<file path="config.mk">
export PLATFORM = sky130hd
export DESIGN_NAME = pipe_ctrl
export DESIGN_NICKNAME = d
export VERILOG_FILES = /design/src/rtl/pipe_ctrl_pkg.sv /design/src/rtl/pipe_ctrl_sat_counter.sv /design/src/rtl/pipe_ctrl.sv
export SDC_FILE = /design/constraint.sdc
export NUM_CORES = 1
export LEC_CHECK = 0
export BUFFER_PORTS_ARGS = -buffer_cell sky130_fd_sc_hd__buf_2
export CELL_PAD_IN_SITES_DETAIL_PLACEMENT = 1
export CELL_PAD_IN_SITES_GLOBAL_PLACEMENT = 2
export CORE_MARGIN = 8
export CORE_UTILIZATION = 31
export DETAILED_ROUTE_END_ITERATION = 16
export GPL_TIMING_DRIVEN = 0
export PLACE_DENSITY_LB_ADDON = 0.1
export SYNTH_ARGS = -nofsm -noshare
export SYNTH_HDL_FRONTEND = slang
export SYNTH_SLANG_ARGS = --single-unit
</file>
<file path="constraint.sdc">
create_clock -name clk -period 2.85 [get_ports clk]
set_input_delay 0.7125 -clock clk [delete_from_list [all_inputs] [get_ports clk]]
set_output_delay 0.7125 -clock clk [all_outputs]
set_load 0.005 [all_outputs]
</file>
<file path="src/rtl/pipe_ctrl_pkg.sv">
// Shared types and constants for the pipeline control unit.
// Latency: n/a (types and constants only).
// Backpressure: n/a.
// Contents: instruction address bus, stall bus, stall patterns, controller states.
package pipe_ctrl_pkg;

  typedef logic [31:0] inst_addr_t;
  typedef logic [5:0]  stall_t;

  // Stall vector bit order: 0 = PC, 1 = IF, 2 = ID, 3 = EX, 4 = MEM, 5 = WB.
  // Every pattern is a contiguous run of ones starting at bit 0.
  localparam stall_t STALL_NONE = 6'b000000;
  localparam stall_t STALL_IF   = 6'b000011;
  localparam stall_t STALL_ID   = 6'b000111;
  localparam stall_t STALL_MEM  = 6'b011111;

  typedef enum logic {
    CTRL_RUN        = 1'b0,
    CTRL_REDIR_WAIT = 1'b1
  } ctrl_state_t;

endpackage

</file>
<file path="src/rtl/pipe_ctrl_sat_counter.sv">
// Saturating up-counter: increments on inc and holds at all-ones.
// Latency: 1 cycle (registered count).
// Backpressure: none; inc is sampled every cycle.
// Ports: clk, rst (async high), inc (enable), cnt (count value).
module sat_counter #(
  parameter int W = 32
) (
  input  logic         clk,
  input  logic         rst,
  input  logic         inc,
  output logic [W-1:0] cnt
);

  always_ff @(posedge clk or posedge rst) begin
    if (rst) begin
      cnt <= '0;
    end else if (inc && (cnt != {W{1'b1}})) begin
      cnt <= cnt + 1'b1;
    end
  end

endmodule

</file>
<file path="src/rtl/pipe_ctrl.sv">
// Pipeline control: stall priority encoder, branch redirect FSM, stall-cycle counter.
// Latency: stall/flush/redirect combinational; deferred redirect waits for IF idle; counter +1 edge.
// Backpressure: a branch in a stalled EX is not accepted; the redirect is held while a fetch is outstanding.
// Ports: clk, rst; if/id/mem stall requests; ex_b_req/ex_b_target from EX;
//        stall vector, ex_b_flag, pc_redirect(+addr), if_flush, stall_cycles.
module pipe_ctrl
  import pipe_ctrl_pkg::*;
#(
  parameter int CNT_W = 32
) (
  input  logic             clk,
  input  logic             rst,
  input  logic             if_stall_req,
  input  logic             id_stall_req,
  input  logic             mem_stall_req,
  input  logic             ex_b_req,
  input  inst_addr_t       ex_b_target,
  output stall_t           stall,
  output logic             ex_b_flag,
  output logic             pc_redirect,
  output inst_addr_t       pc_redirect_addr,
  output logic             if_flush,
  output logic [CNT_W-1:0] stall_cycles
);

  ctrl_state_t state, state_nxt;
  inst_addr_t  pend_addr;
  logic        pend_load;

  stall_t     stall_req;
  stall_t     stall_raw;
  logic       flag_raw;
  logic       redir_raw;
  inst_addr_t redir_addr_raw;
  logic       flush_raw;

  // Priority encoder; all patterns are monotonic so OR-ing them keeps that property.
  always_comb begin
    if (mem_stall_req)     stall_req = STALL_MEM;
    else if (id_stall_req) stall_req = STALL_ID;
    else if (if_stall_req) stall_req = STALL_IF;
    else                   stall_req = STALL_NONE;
  end

  // While a redirect is pending, PC and IF stay frozen on top of any other request.
  assign stall_raw = stall_req | ((state == CTRL_REDIR_WAIT) ? STALL_IF : STALL_NONE);

  always_comb begin
    state_nxt      = state;
    pend_load      = 1'b0;
    flag_raw       = 1'b0;
    redir_raw      = 1'b0;
    redir_addr_raw = '0;
    flush_raw      = 1'b0;
    case (state)
      CTRL_RUN: begin
        if (ex_b_req && !stall_raw[3]) begin
          flag_raw = 1'b1;
          if (!if_stall_req) begin
            redir_raw      = 1'b1;
            redir_addr_raw = ex_b_target;
          end else begin
            pend_load = 1'b1;
            state_nxt = CTRL_REDIR_WAIT;
          end
        end
      end
      CTRL_REDIR_WAIT: begin
        // ex_b_req is ignored here: ID and EX already hold flushed bubbles.
        if (!if_stall_req) begin
          redir_raw      = 1'b1;
          redir_addr_raw = pend_addr;
          flush_raw      = 1'b1;
          state_nxt      = CTRL_RUN;
        end
      end
      default: state_nxt = CTRL_RUN;
    endcase
  end

  always_ff @(posedge clk or posedge rst) begin
    if (rst) begin
      state     <= CTRL_RUN;
      pend_addr <= '0;
    end else begin
      state <= state_nxt;
      if (pend_load) pend_addr <= ex_b_target;
    end
  end

  // Outputs are forced low for as long as reset is held.
  assign stall            = rst ? STALL_NONE : stall_raw;
  assign ex_b_flag        = !rst && flag_raw;
  assign pc_redirect      = !rst && redir_raw;
  assign pc_redirect_addr = rst ? '0 : redir_addr_raw;
  assign if_flush         = !rst && flush_raw;

  sat_counter #(.W(CNT_W)) u_stall_cnt (
    .clk (clk),
    .rst (rst),
    .inc (stall[0]),
    .cnt (stall_cycles)
  );

endmodule

</file>
-- Yosys cells after proc, flatten, opt, wreduce, memory -nomap -nowiden
Cells that the tools add are included.
- bits of input ports: 38
- logic and storage cells: 34
- flip-flop bits (word level): 65
- output and inout bits: 73
- equality and inequality tests: 1
- muxes and demuxes: 20
- bitwise operators: 2
- add/sub/neg operators: 1
- reductions and logical operators: 7
- operators by type and width (cell ; count):
    $mux W32 ; 4
    $pmux W32 S2 ; 1
    $add A32 B1 Y32 const B ; 1
    $ne A32 B32 Y1 const B ; 1
    $mux W6 ; 2
    $mux W1 ; 8
    $or A6 B2 Y6 ; 1
    $logic_and A1 B1 Y1 ; 5
    $mux W2 ; 2
    $pmux W1 S2 ; 2
    $mux W3 ; 1
    $logic_not A1 Y1 ; 2
    $not A1 Y1 ; 1

-- Logic depth before layout (Yosys ltp)
- word-level depth: 9
- mapped depth: 6
- depth with buffers taken out: 6

-- Cells and area by module
From an unflattened synthesis, not the netlist that was laid out.
- cells, all modules: 267
- area total of the unflattened synthesis: 3271.9 sq um
- by module, submodules not included (module ; sequential area each (sq um) ; instances ; cells an instance ; area an instance (sq um)):
    pipe_ctrl ; 825.8 ; 1 ; 128 ; 1710.4
    sat_counter ; 800.8 ; 1 ; 139 ; 1561.5

-- Worst setup path before layout
Ideal clock, no wire load.
- path type: input to output
- start: input port rst
- end: output port pc_redirect_addr[0]
- arrival: 1840 ps
- setup slack: 298 ps
- data required time: 2138 ps
- path buffers: 2
- cell stages on the path: 4
- path through: clkbuf_1 -> nor4_1 -> clkbuf_1 -> a22o_1
- word-level cells in the longest chain between the ends: 1
- RTL lines (what ; line ; text):
    start, declared ; pipe_ctrl.sv:12 ; input logic rst,
    $mux W32 ; pipe_ctrl.sv:95 ; assign pc_redirect_addr = rst ? '0 : redir_addr_raw;
    end, declared ; pipe_ctrl.sv:21 ; output inst_addr_t pc_redirect_addr,
No other way between the ends.

-- Final worst setup path
- start: input port if_stall_req
- end: output port stall[1]
- word-level cells in the longest chain between the ends: 5
- RTL lines (what ; line ; text):
    start, declared ; pipe_ctrl.sv:13 ; input logic if_stall_req,
    $mux W2 ; pipe_ctrl.sv:41 ; else if (if_stall_req) stall_req = STALL_IF;
    $mux W3 ; pipe_ctrl.sv:40 ; else if (id_stall_req) stall_req = STALL_ID;
    $mux W6 ; pipe_ctrl.sv:39 ; if (mem_stall_req) stall_req = STALL_MEM;
    $or A6 B2 Y6 ; pipe_ctrl.sv:46 ; assign stall_raw = stall_req | ((state == CTRL_REDIR_WAIT) ? STALL_IF : STALL_NONE);
    $mux W6 ; pipe_ctrl.sv:92 ; assign stall = rst ? STALL_NONE : stall_raw;
    end, declared ; pipe_ctrl.sv:18 ; output stall_t stall,
No other way between the ends.

==> impl_summary.md <==
Run status
The flow ran to the end, and the final reports show no timing, DRC or antenna violations.

Pwr
The power density over the cells is approximately 580 nW/um2. Internal power comes to 1.78 mW. The relative contribution of sequential cells to total power is 0.493.

The proportion of power drawn by combinational gates is 0.157. The share of total power dissipated in the clock network is 0.350. The fraction of power spent switching nets is 0.263. The maximum vdd ir drop is ~0.20 mV.

The switching power is 637 uW. The static power due to leakage is 2.02 nW.

Global route
The via count of the first global-routing pass is 2702. The initial antenna violation count is 0. In the global route stage, overall resource usage came out at 0.132. The overall overflow remaining after global route is 0.

The first global-routing pass estimated 14100 um of wire. Entering global routing, the biggest net connects 66 pins.

Floorplanning
The height of the die is 117 um. The horizontal die dimension is 117 um. The total die area is between 10000 and 15000 um2. The number of I/O pins is 111. The core region area is approximately 10000 um2.

The initial utilization of the core area, before any placement, comes to 0.313. The placement row count is 37.

Cells and area
After the last flow step, the layout net total stands at 417. The leading cell type in the layout, fill and taps excluded is sky130_fd_sc_hd__buf_2. The number of non-filler instances in the completed layout is 519. The final design instance area without fill is 4140 um2.

The fill cell instance count of the final layout is 1133. Relative to the synthesized area, the layout overhead comes to 30.5%. The top cell types in the final layout, fill and taps aside, are sky130_fd_sc_hd__buf_2 (113), sky130_fd_sc_hd__dfrtp_1 (65), sky130_fd_sc_hd__mux2_2 (33), sky130_fd_sc_hd__a22o_1 (31), sky130_fd_sc_hd__xnor2_1 (21). The register area is ~1600 um2. The number of antenna cells inserted is 0.

In the final layout, the share of cells above drive strength 1 is 0.473. The area of the multi-input gates is 1490 um2.

Hold path
The number of stages on the worst hold path is 1. In this run the worst hold path is classified as reg2reg. For hold timing, the worst endpoint is u_stall_cnt.cnt[31].

The startpoint of the most critical hold path is u_stall_cnt.cnt[31].

Synthesis
The sequential-to-total area share from yosys stat is 0.512. The synthesized netlist occupies a cell area of 3180 um2. Dividing the synthesized area by the synthesized cell count gives 12.3 um2. The synthesized instance count is between 200 and 300. Counting every net in the synthesized netlist gives between 200 and 300. The synthesized design spends more area on one cell type than any other, namely sky130_fd_sc_hd__dfrtp_1. The share of synthesized area in the top cell type comes to 0.512. The netlist uses 33 different library cells. Yosys printed 0 warnings.

The primary flip-flop cell chosen by synthesis mapping is sky130_fd_sc_hd__dfrtp_1. The synthesized flop and latch total is 65. The share of async-settable or async-resettable flops after synthesis is 1.00. The number of enable-type register cells in the synthesized netlist is 0. By area the synthesized netlist is led by sky130_fd_sc_hd__dfrtp_1 (51%), sky130_fd_sc_hd__mux2_2 (12%), sky130_fd_sc_hd__a22o_1 (8.6%), sky130_fd_sc_hd__xnor2_1 (5.8%), sky130_fd_sc_hd__nand4_1 (3.3%).

Run
The number of max-capacitance violations reported is 0.

CTS
TritonCTS built the clock tree. The tree is rooted in a sky130_fd_sc_hd__clkbuf_8. Counting the buffers created by CTS gives 9.

The number of setup buffers added after CTS is 0. Clock-pin slew was measured on the worst setup and hold paths at 0.07 ns. The H-tree generated during clock tree synthesis spans 3 levels. The number of clock sinks seen by CTS is 65.

The number of buffers between clock root and the deepest sink is 2. The clock reaches the later pin of the worst-skew pair after 0.34 ns.

Timing
The final count of pins violating max slew came to 0. Of the available clock period, the critical path in the final layout requires 0.914. The maximum clock frequency is 0.384 GHz. The routed design could run at a clock period as short as 2.61 ns. Setup repair after global routing left no endpoint under its margin.

The sum of negative setup slack is 0 ns. The worst slack on hold paths is around 0.50 ns. Measured against its own limit, the worst slew margin works out to 0.450.

For the pin with the worst max-slew slack, the measured transition is 0.825 ns. Setup violations remaining at the end of the flow were counted as 0. The total count of hold-check failures in the final report is 0. The final clock skew is 0.00946 ns.

Placed design
The placed instance area is 3890 um2. The placed wire-length estimate is about 6600 um. At the end of routability-driven placement, the weighted congestion stood at 0.727. The number of buffers inserted by port buffering is 109. The number of placed instances, taps included is 504.

Setup path
The source of the critical timing path is if_stall_req. In this run the critical register-to-register path is captured at u_stall_cnt.cnt[30]. The minimum setup slack among reg-to-reg paths is 0.66 ns.

The worst setup path is captured at an output pin. STA classifies the critical path startpoint as an input port. The worst reg-to-reg path cell count is 6. The arrival time of data at the critical path endpoint is between 1.5 and 2 ns. The startpoint identified for the worst register-to-register timing path is u_stall_cnt.cnt[0]. The path type of the worst setup path is in2out.

STA puts the critical path data required time at 2.14 ns. Along the worst path, the maximum fanout reaches 7.

Routing
The remaining number of nets flagged by the antenna check after routing is 0. After the first detailed-routing iteration, the DRC count stood at roughly 70. Summed over all layers, the routed wires come to slightly below 9000 um. In the routed layout, each cell is associated on average with a via count of 4.88.

The first-pass iteration count of the detailed router is 4. The wire length per cell is 16.8 um. The total via count in the routed design is 2534. After detailed routing, the number of remaining DRC violations is 0.
==> through the flow <==
| stage | util | total power, mW | setup WS [ns] |
|---|---|---|---|
| 2_1_floorplan | - | 1.42 | 0.298 |
| 3_3_place_gp | 0.384 | 1.58 | -0.843 |
| 3_5_place_dp | 0.384 | 1.60 | -0.442 |
| 4_1_cts | 0.409 | 2.47 | 0.200 |
| 5_1_grt | 0.409 | 2.57 | 0.0577 |
| 6_report | 0.409 | 2.42 | 0.245 |
==> synthesized netlist by cell type, types with 5 or more instances <==
master,number
sky130_fd_sc_hd__a22o_1,31
sky130_fd_sc_hd__and4_1,8
sky130_fd_sc_hd__buf_4,5
sky130_fd_sc_hd__clkbuf_1,7
sky130_fd_sc_hd__dfrtp_1,65
sky130_fd_sc_hd__mux2_2,33
sky130_fd_sc_hd__nand2_1,7
sky130_fd_sc_hd__nand3_1,7
sky130_fd_sc_hd__nand4_1,17
sky130_fd_sc_hd__nor2_1,8
sky130_fd_sc_hd__nor4_1,6
sky130_fd_sc_hd__xnor2_1,21
sky130_fd_sc_hd__xor2_1,10
==> how the worst max path moves through the flow <==
stage | endpoint
after global placement | pend_addr[1]
final | stall[1]
after detailed placement | pc_redirect_addr[19]
after floorplan | pend_addr[0]
after global routing | stall[1]
after CTS | stall[1]
==> routing by layer <==
layer | global-route usage | up-vias | part of all wire
li1 | - | 1208 | -
met1 | 0.158 | 1254 | 0.43
met2 | 0.226 | 63 | 0.50
met3 | 0.0277 | 9 | 0.061
met4 | 0.0538 | 0 | 0.014
met5 | 0 | - | 0
==> state kept, by name (all words and copies together), names as in the netlist <==
| name | count |
|---|---|
| pend_addr | 32 |
| state | 1 |
| u_stall_cnt.cnt | 32 |
==> worst max-delay path, stage by stage <==
cell	delay (ns)
sky130_fd_sc_hd__buf_2	0.16
sky130_fd_sc_hd__nor4_1	0.55
sky130_fd_sc_hd__nor2_1	0.18
sky130_fd_sc_hd__buf_4	0.17
sky130_fd_sc_hd__buf_2	0.12
==> area by class of cell <==
cell class	count	share of cell area
sequential	65	0.393
multi-input combinational	177	0.359
timing repair buffer	109	0.132
tap	136	0.0411
clock buffer	11	0.0317
buffer	15	0.0230
clock inverter	5	0.0193
inverter	1	0.00151
==> repair_timing <==
item | in CTS | in global routing
hold buffers | 0 | 0
resized for setup | 13 | 0
endpoints found under the setup margin | 31 | 0
hold endpoints to repair | 0 | 0
==> power groups by stage <==
stage / registers [mW] / clock network [mW] / logic (mW)
2_1_floorplan: 1.19 / 0 / 0.233
3_3_place_gp: 1.20 / 0 / 0.379
3_5_place_dp: 1.21 / 0 / 0.388
4_1_cts: 1.20 / 0.885 / 0.393
5_1_grt: 1.22 / 0.924 / 0.433
6_report: 1.19 / 0.847 / 0.380
==> cell families (layout without fill, tap and decap cells) <==
family | after synthesis | count (layout) | share of synthesized area
xor+xnor | 31 | 31 | 0.0855
compound gates | 36 | 36 | 0.104
buf+inv | 17 | 141 | 0.0276
fa+ha+maj | 1 | 1 | 0.00394
simple gates | 75 | 75 | 0.148
mux | 33 | 33 | 0.117
other cells | 1 | 1 | 0.00118
flops | 65 | 65 | 0.512
(Power assumes the default switching activity.)
